$ cat src/rtl/mul19_compressor.sv
// mul19_compressor
//   Bit-heap reduction for a 19x19 unsigned multiplier. Column i of the
//   partial-product matrix (weight 2^i) arrives on src<i>, holding
//   min(i+1, 37-i) interchangeable bits. A Wallace tree of full/half adders
//   reduces the heap to two rows, which a 39-bit ripple adder sums. The
//   result is registered once and presented on dst0..dst38.
//
// Ports
//   clk            rising-edge clock
//   rst_n          asynchronous active-low reset, clears all dst bits
//   src0..src36    column bits, width min(i+1, 37-i)
//   dst0..dst38    registered result bits, dst0 = LSB (dst38 is always 0)
module mul19_compressor (
    input  logic        clk,
    input  logic        rst_n,
    input  logic [0:0]  src0,
    input  logic [1:0]  src1,
    input  logic [2:0]  src2,
    input  logic [3:0]  src3,
    input  logic [4:0]  src4,
    input  logic [5:0]  src5,
    input  logic [6:0]  src6,
    input  logic [7:0]  src7,
    input  logic [8:0]  src8,
    input  logic [9:0]  src9,
    input  logic [10:0] src10,
    input  logic [11:0] src11,
    input  logic [12:0] src12,
    input  logic [13:0] src13,
    input  logic [14:0] src14,
    input  logic [15:0] src15,
    input  logic [16:0] src16,
    input  logic [17:0] src17,
    input  logic [18:0] src18,
    input  logic [17:0] src19,
    input  logic [16:0] src20,
    input  logic [15:0] src21,
    input  logic [14:0] src22,
    input  logic [13:0] src23,
    input  logic [12:0] src24,
    input  logic [11:0] src25,
    input  logic [10:0] src26,
    input  logic [9:0]  src27,
    input  logic [8:0]  src28,
    input  logic [7:0]  src29,
    input  logic [6:0]  src30,
    input  logic [5:0]  src31,
    input  logic [4:0]  src32,
    input  logic [3:0]  src33,
    input  logic [2:0]  src34,
    input  logic [1:0]  src35,
    input  logic [0:0]  src36,
    output logic        dst0,  output logic dst1,  output logic dst2,
    output logic        dst3,  output logic dst4,  output logic dst5,
    output logic        dst6,  output logic dst7,  output logic dst8,
    output logic        dst9,  output logic dst10, output logic dst11,
    output logic        dst12, output logic dst13, output logic dst14,
    output logic        dst15, output logic dst16, output logic dst17,
    output logic        dst18, output logic dst19, output logic dst20,
    output logic        dst21, output logic dst22, output logic dst23,
    output logic        dst24, output logic dst25, output logic dst26,
    output logic        dst27, output logic dst28, output logic dst29,
    output logic        dst30, output logic dst31, output logic dst32,
    output logic        dst33, output logic dst34, output logic dst35,
    output logic        dst36, output logic dst37, output logic dst38
);

    // 19 -> 13 -> 9 -> 6 -> 4 -> 3 -> 2 needs six layers; two spare layers
    // collapse to pass-through once every column is already two bits or less.
    localparam int NUM_STAGES = 8;

    function automatic int col_height(input int c);
        if (c < 19)
            return c + 1;
        else if (c < 37)
            return 37 - c;
        else
            return 0;
    endfunction

    // returns {carry, sum}
    function automatic logic [1:0] fa(input logic x, input logic y, input logic z);
        return {(x & y) | (z & (x ^ y)), x ^ y ^ z};
    endfunction

    function automatic logic [1:0] ha(input logic x, input logic y);
        return {x & y, x ^ y};
    endfunction

    logic [36:0][18:0] col_in;

    assign col_in[0]  = 19'(src0);
    assign col_in[1]  = 19'(src1);
    assign col_in[2]  = 19'(src2);
    assign col_in[3]  = 19'(src3);
    assign col_in[4]  = 19'(src4);
    assign col_in[5]  = 19'(src5);
    assign col_in[6]  = 19'(src6);
    assign col_in[7]  = 19'(src7);
    assign col_in[8]  = 19'(src8);
    assign col_in[9]  = 19'(src9);
    assign col_in[10] = 19'(src10);
    assign col_in[11] = 19'(src11);
    assign col_in[12] = 19'(src12);
    assign col_in[13] = 19'(src13);
    assign col_in[14] = 19'(src14);
    assign col_in[15] = 19'(src15);
    assign col_in[16] = 19'(src16);
    assign col_in[17] = 19'(src17);
    assign col_in[18] = 19'(src18);
    assign col_in[19] = 19'(src19);
    assign col_in[20] = 19'(src20);
    assign col_in[21] = 19'(src21);
    assign col_in[22] = 19'(src22);
    assign col_in[23] = 19'(src23);
    assign col_in[24] = 19'(src24);
    assign col_in[25] = 19'(src25);
    assign col_in[26] = 19'(src26);
    assign col_in[27] = 19'(src27);
    assign col_in[28] = 19'(src28);
    assign col_in[29] = 19'(src29);
    assign col_in[30] = 19'(src30);
    assign col_in[31] = 19'(src31);
    assign col_in[32] = 19'(src32);
    assign col_in[33] = 19'(src33);
    assign col_in[34] = 19'(src34);
    assign col_in[35] = 19'(src35);
    assign col_in[36] = 19'(src36);

    // Heap state per layer. Heights are elaboration constants (they depend
    // only on column geometry), so the loops unroll into a fixed adder tree.
    logic [38:0][18:0] cur;
    logic [38:0][18:0] nxt;
    int                h_cur [39];
    int                h_nxt [39];
    int                max_h;
    int                n;
    int                r;
    logic [1:0]        cs;
    logic              carry;
    logic [38:0]       sum_c;

    always_comb begin
        cur   = '0;
        nxt   = '0;
        max_h = 0;
        n     = 0;
        r     = 0;
        cs    = '0;
        carry = 1'b0;
        sum_c = '0;
        for (int c = 0; c < 39; c++) begin
            h_cur[c] = col_height(c);
            h_nxt[c] = 0;
        end
        for (int c = 0; c < 37; c++)
            cur[c] = col_in[c];

        for (int s = 0; s < NUM_STAGES; s++) begin
            max_h = 0;
            for (int c = 0; c < 39; c++) begin
                if (h_cur[c] > max_h)
                    max_h = h_cur[c];
                h_nxt[c] = 0;
            end
            nxt = '0;

            for (int c = 0; c < 39; c++) begin
                n = h_cur[c];
                r = 0;
                if (max_h <= 2) begin
                    nxt[6'(c)][1:0] = cur[6'(c)][1:0];
                    h_nxt[c]        = n;
                end else begin
                    for (int g = 0; g < 7; g++) begin
                        if (r + 3 <= n) begin
                            cs = fa(cur[6'(c)][5'(r)], cur[6'(c)][5'(r + 1)],
                                    cur[6'(c)][5'(r + 2)]);
                            nxt[6'(c)][5'(h_nxt[c])] = cs[0];
                            h_nxt[c] = h_nxt[c] + 1;
                            // carry out of column 38 is arithmetically always 0
                            if (c < 38) begin
                                nxt[6'(c + 1)][5'(h_nxt[c + 1])] = cs[1];
                                h_nxt[c + 1] = h_nxt[c + 1] + 1;
                            end
                            r = r + 3;
                        end
                    end
                    if (n - r == 2) begin
                        cs = ha(cur[6'(c)][5'(r)], cur[6'(c)][5'(r + 1)]);
                        nxt[6'(c)][5'(h_nxt[c])] = cs[0];
                        h_nxt[c] = h_nxt[c] + 1;
                        if (c < 38) begin
                            nxt[6'(c + 1)][5'(h_nxt[c + 1])] = cs[1];
                            h_nxt[c + 1] = h_nxt[c + 1] + 1;
                        end
                    end else if (n - r == 1) begin
                        nxt[6'(c)][5'(h_nxt[c])] = cur[6'(c)][5'(r)];
                        h_nxt[c] = h_nxt[c] + 1;
                    end
                end
            end

            cur = nxt;
            for (int c = 0; c < 39; c++)
                h_cur[c] = h_nxt[c];
        end

        // final carry-propagate: ripple over the two remaining rows
        carry = 1'b0;
        for (int c = 0; c < 39; c++) begin
            cs             = fa(cur[6'(c)][0], cur[6'(c)][1], carry);
            sum_c[6'(c)]   = cs[0];
            carry          = cs[1];
        end
    end

    logic [38:0] res_q;

    always_ff @(posedge clk or negedge rst_n) begin
        if (!rst_n)
            res_q <= '0;
        else
            res_q <= sum_c;
    end

    assign dst0  = res_q[0];
    assign dst1  = res_q[1];
    assign dst2  = res_q[2];
    assign dst3  = res_q[3];
    assign dst4  = res_q[4];
    assign dst5  = res_q[5];
    assign dst6  = res_q[6];
    assign dst7  = res_q[7];
    assign dst8  = res_q[8];
    assign dst9  = res_q[9];
    assign dst10 = res_q[10];
    assign dst11 = res_q[11];
    assign dst12 = res_q[12];
    assign dst13 = res_q[13];
    assign dst14 = res_q[14];
    assign dst15 = res_q[15];
    assign dst16 = res_q[16];
    assign dst17 = res_q[17];
    assign dst18 = res_q[18];
    assign dst19 = res_q[19];
    assign dst20 = res_q[20];
    assign dst21 = res_q[21];
    assign dst22 = res_q[22];
    assign dst23 = res_q[23];
    assign dst24 = res_q[24];
    assign dst25 = res_q[25];
    assign dst26 = res_q[26];
    assign dst27 = res_q[27];
    assign dst28 = res_q[28];
    assign dst29 = res_q[29];
    assign dst30 = res_q[30];
    assign dst31 = res_q[31];
    assign dst32 = res_q[32];
    assign dst33 = res_q[33];
    assign dst34 = res_q[34];
    assign dst35 = res_q[35];
    assign dst36 = res_q[36];
    assign dst37 = res_q[37];
    assign dst38 = res_q[38];

endmodule

$ cat config.mk
export PLATFORM = sky130hd
export DESIGN_NAME = mul19_compressor
export DESIGN_NICKNAME = d
export VERILOG_FILES = /design/src/rtl/mul19_compressor.sv
export SDC_FILE = /design/constraint.sdc
export NUM_CORES = 1
export LEC_CHECK = 0
export ABC_AREA = 1
export ABC_CLOCK_PERIOD_IN_PS = 800
export CAP_MARGIN = 40
export CORE_AREA = 2 2 189 117
export DETAILED_ROUTE_END_ITERATION = 10
export DIE_AREA = 0 0 191 119
export PLACE_DENSITY = 0.82
export SLEW_MARGIN = 20
export SYNTH_ARGS = -nofsm -noshare
export SYNTH_HDL_FRONTEND = slang
export SYNTH_SLANG_ARGS = --single-unit --ignore-timing --ignore-initial --compat-mode --unroll-limit 50000
export TNS_END_PERCENT = 1
$ cat constraint.sdc
create_clock -name clk -period 0.8 [get_ports clk]
set_clock_uncertainty 0.05 [all_clocks]
set_input_delay 0.16 -clock clk [delete_from_list [all_inputs] [get_ports clk]]
set_output_delay 0.16 -clock clk [all_outputs]
set_load 0.01 [all_outputs]
==> key figures, run 1 <==
Run status
  • Status: finished, violations left
  • Violated checks: setup timing

Route
  • DRT Wirelength: 21600 um
  • WL/cell: 14.5 um
  • Vias per cell: 4.26
  • Antenna-violating nets left: 0
  • Via Count: 6323
  • DRT iter0 DRCs: 98
  • First-pass DRT Iterations: 4
  • DRC viols: 0

Finish
  • Commonest non-fill, non-tap cell in the layout: inv_1
  • Max reg flops: 32
  • Largest reg by FF count: res_q
  • Finished Layout Cells: 1486
  • Final #Nets: 1914
  • Layout cells sized above 1: 0.0792
  • Area Growth Syn to Fin: 46.8%
  • Diodes inserted: 0
  • Largest registers: res_q (32)
  • Most frequent cells in the layout: 374 x inv_1, 307 x clkdlybuf4s50_1, 256 x fa_1, 63 x ha_1, 33 x nand2_1
  • Finished Core Util: 0.624

Timing
  • Final min period: 10.25 ns
  • RSZ-0062 raised after global routing: yes
  • Setup TNS: -158.70 ns
  • Hold_ws: 0.234 ns
  • Fin worst setup slack: -9.45 ns
  • Final hold vios: 0
  • Max Clk Rate: 97.6 MHz
  • Max-slew violation count: 0
  • Final setup fails: 62
  • Fin crit share: 12.8

Setup path
  • CP required: 0.93 ns
  • Slowest CP cell: fa_1
  • Worst EP arrival: 10.38 ns
  • Slowest stage delay, CP: 0.51 ns
  • Worst setup EP type: flip-flop
  • Critical path launch point type: primary input
  • CP Class: primary input to flip-flop
  • Max FO, Critical Path: 2
  • Most frequent CP cell: fa_2

Logic synthesis
  • Area share of the largest cell type after synthesis: 0.631
  • Yosys reg bits: 32
  • Most area-consuming cells after synthesis: fa_1 63%, inv_1 16%, ha_1 9.3%
  • Area leader, netlist: fa_1
  • Synth warn: 0
  • Sequential area share after synthesis: 0.0886
  • Mapped Avg Cell Area: 11.0 um^2
  • Cells after synthesis: 825
  • Mapped Area: 0.00904 mm^2
  • Unique masters post-synth: 12

Floorplanning
  • Core Area: 0.0213 mm^2
  • Die area: 0.0227 mm^2
  • Die Wd: 191 um
  • # IOs: 402
  • Die height: 119 um
  • Initial core utilization: 0.425
  • Row Count: 42

GRT
  • Initial antenna violation count: 0
  • Global Route Usage Sum: 0.205
  • Pin count of the biggest net entering global routing: 14
  • Global route total overflow: 0
  • Vias in the first global route: 7567
  • First-pass GRT wire length: 35900 um

Flow run
  • Maxcap violations: 0

Placed design
  • GP Congestion: 0.880
  • Placed insts: 1477
  • PortBufs: 365
  • HPWL after DPL: 21100 um

Pwr
  • Combinational cell fraction of total power: 0.879
  • Pwr Total: 0.0486 W
  • Clock share of power: 0.045
  • Sequential Power Share: 0.076
  • Switching Fraction: 0.500
  • Int Power: 0.0243 W
  • Leakage: 6.76 nW
  • Maximum vdd drop: 3.33 mV
  • PD cells: 3660 mW/mm^2
  • NetSw: 0.0243 W

Worst hold path
  • Hold Crit Class: primary input to async pin

Clock tree
  • Worst-path clk slew: 0.06 ns
  • Num CTS Buffers: 5
  • Clock Tree Buf Depth: 2
  • Clock sink count: 32
  • Root Buffer: clkbuf_16
  • Buffers inserted by post-CTS timing repair: 0
  • CTS tree: yes
  • H-tree depth: 2
[power by group through the flow]
stage / logic (W) / registers [W] / clock network (W)
global placement: 0.0406 / 0.00360 / 0
floorplan: 0.0298 / 0.00409 / 0
finish: 0.0427 / 0.00368 / 0.00221
detailed placement: 0.0425 / 0.00361 / 0
global route: 0.0505 / 0.00366 / 0.00239
CTS: 0.0426 / 0.00363 / 0.00231
[stage by stage]
stage / setup slack, ns / cell area (um^2)
5_1_grt: -9.86 / 13300
6_report: -9.45 / 13300
2_1_floorplan: -9.34 / 9100
3_5_place_dp: -10.32 / 13100
4_1_cts: -9.75 / 13200
3_3_place_gp: -10.13 / 13100
[final cells by class]
cell class / count / area (um^2)
tap: 286 / 358
sequential: 32 / 801
inverter: 384 / 1440
clock buffer: 5 / 125
multi-input combinational: 408 / 6880
clock inverter: 3 / 42.5
timing repair buffer: 368 / 3630
fill: 1691 / 8010
[layer usage]
layer	GRT usage	part of all wire	wire length, um	vias to the layer above
met1	0.246	0.38	8160	3199
met3	0.0522	0.083	1780	19
li1	-	-	-	2897
met4	0.0359	0.014	303	0
met2	0.376	0.53	11300	208
met5	0	0	0	-
[timing repair]
| action | CTS | global route |
|---|---|---|
| endpoints found under the setup margin | 62 | 62 |
| pin swaps | 4 | 14 |
| hold buffers | 1 | 0 |
| resized for setup | 163 | 56 |
| endpoints found under the hold margin | 32 | 0 |
[path summary, 6_finish.rpt]
kind                          from   endpoint  slack [ns]
min                          rst_n   res_q[0]        0.23
max                        src7[0]  res_q[31]       -9.45
min in group clk              src0   res_q[0]        0.37
max in group asynchronous    rst_n  res_q[21]        0.12
[synthesized netlist by cell type]
library cell / number
inv_1: 384
fa_1: 285
ha_1: 67
nand2_1: 33
dfrtp_1: 32
nor2_1: 10
buf_4: 7
nand3_1: 3
conb_1: 1
nand3b_1: 1
nor2_2: 1
xnor2_1: 1
[worst max-delay path: cells and delay by family]
family / cells / cell delay [ns]
simple gates: 8 / 0.54
fa+ha+maj: 30 / 9.21
buf+inv: 9 / 0.47
[kinds of logic after synthesis]
family | after synthesis | synth area share
other | 1 | 0.000415
adders and majority gates | 352 | 0.724
DFF | 32 | 0.0886
and+or+nand+nor | 48 | 0.0210
buffers and inverters | 391 | 0.165
xor gates and xnor gates | 1 | 0.000969
(Power assumes the default switching activity.)
==> inputs of run 2 (changes only) <==
PLACE_DENSITY = default   (was 0.82)
PLACE_DENSITY_LB_ADDON = 0.05   (was default)
==> key figures, run 2 (synthesis results as in run 1) <==
Run status
  • Status: finished, violations left
  • Violated checks: setup timing

Timing
  • RSZ-0062 raised after global routing: yes
  • Fin worst setup slack: -9.36 ns
  • Final hold vios: 0
  • Final min period: 10.16 ns
  • Final setup fails: 62
  • Max Clk Rate: 98.5 MHz
  • Max-slew violation count: 0
  • Fin crit share: 12.7

Route
  • Antenna-violating nets left: 0
  • DRT Wirelength: 19500 um
  • Via Count: 6121
  • First-pass DRT Iterations: 3
  • WL/cell: 13.1 um
  • Vias per cell: 4.12
  • DRT iter0 DRCs: 88
  • DRC viols: 0

Clock tree
  • Num CTS Buffers: 5
  • Clock sink count: 32
  • Worst-path clk slew: 0.06 ns
  • Buffers inserted by post-CTS timing repair: 0
  • Clock Tree Buf Depth: 2
  • Root Buffer: clkbuf_16
  • H-tree depth: 2
  • CTS tree: yes

Finish
  • Diodes inserted: 0
  • Area Growth Syn to Fin: 46.6%
  • Largest registers: res_q (32)
  • Layout fillers: 1800
  • Largest reg by FF count: res_q
  • Multi-input gate area: 0.00690 mm^2
  • Final #Nets: 1913
  • Finished Core Util: 0.623
  • Max reg flops: 32
  • Commonest non-fill, non-tap cell in the layout: inv_1
  • Storage element area: 801 um^2
  • Most frequent cells in the layout: 376 x inv_1, 310 x clkdlybuf4s50_1, 257 x fa_1, 61 x ha_1, 33 x nand2_1
  • Final std cell area, no fill: 0.0133 mm^2
  • Layout cells sized above 1: 0.0742

Placed design
  • PortBufs: 365
  • Pre-CTS setup slack: -10.16 ns
  • GP Congestion: 0.780
  • Area after DPL: 0.0131 mm^2
  • HPWL after DPL: 19300 um

Floorplanning
  • Initial core utilization: 0.425
  • Core Area: 0.0213 mm^2
  • Die height: 119 um
  • Row Count: 42
  • # IOs: 402
  • Die area: 0.0227 mm^2
  • Die Wd: 191 um

Setup path
  • Worst EP arrival: 10.29 ns
  • Max FO, Critical Path: 2
  • Buffer and inverter count on the worst path: 9
  • CP required: 0.93 ns
  • Slowest stage delay, CP: 0.55 ns
  • CP Class: primary input to flip-flop
  • Critical path launch point type: primary input
  • CP delay by family, top: adder cells
  • Slowest CP cell: fa_1
  • Most frequent CP cell: fa_2
  • Worst setup EP type: flip-flop

Pwr
  • Maximum vdd drop: 2.68 mV
  • Pwr Total: 0.0475 W
  • Leakage: 6.72 nW
  • PD cells: 3580 mW/mm^2

Flow run
  • Maxcap violations: 0

GRT
  • First-pass GRT wire length: 33600 um
  • Initial antenna violation count: 0
  • Global Route Usage Sum: 0.189
  • Pin count of the biggest net entering global routing: 27
  • Vias in the first global route: 7214
  • Global route total overflow: 0

Worst hold path
  • Hold Crit Class: primary input to async pin
==> run 2: cell count changes in the layout (fill, tap and decap cells not counted), moves of 2 or more <==
cell,change
buf_6,-5
inv_2,-2
dlygate4sd2_1,+4
clkdlybuf4s50_1,+3
ha_1,-2
ha_4,+2
inv_1,+2
dlymetal6s2s_1,-3
clkbuf_2,-3
buf_2,+4
==> run 2: through the flow <==
step                hold WS, ns  instances  setup TNS [ns]
floorplan                -0.186        831         -152.81
global placement        -0.0363       1476         -180.45
detailed placement      -0.0350       1476         -181.58
CTS                       0.221       1485         -163.56
global route              0.238       1485         -164.47
finish                    0.219       1485         -157.85
==> run 2: cell type report <==
type                    count  share of cell area
multi-input cells         408               0.521
repair buffers            367               0.270
inverters                 384               0.109
flip-flops and latches     32              0.0604
well taps                 286              0.0270
clock buffers               5             0.00944
clock inverters             3             0.00321
==> run 2: where the power goes <==
part | switching [W] | internal, W
clock | 0.000745 | 0.00146
combinational | 0.0225 | 0.0192
sequential | 0.000249 | 0.00337
==> run 2: timing repair <==
action / in CTS / in global routing
hold buffers: 1 / 0
resized for setup: 167 / 39
hold endpoints to repair: 32 / 0
pin swaps: 4 / 3
endpoints found under the setup margin: 62 / 62
==> run 2: final timing paths <==
kind	start	end	slack, ns	cells after the start
min	rst_n	res_q[28]	0.22	2
min in group clk	src0	res_q[0]	0.29	1
max	src6[2]	res_q[31]	-9.36	47
max in group asynchronous	rst_n	res_q[3]	0.08	3
==> run 2: layer usage <==
layer | global-route usage | up-vias | routed length (um)
li1 | - | 2896 | -
met5 | 0 | - | 0
met3 | 0.0507 | 15 | 1630
met2 | 0.320 | 186 | 9450
met1 | 0.250 | 3024 | 8180
met4 | 0.0252 | 0 | 207
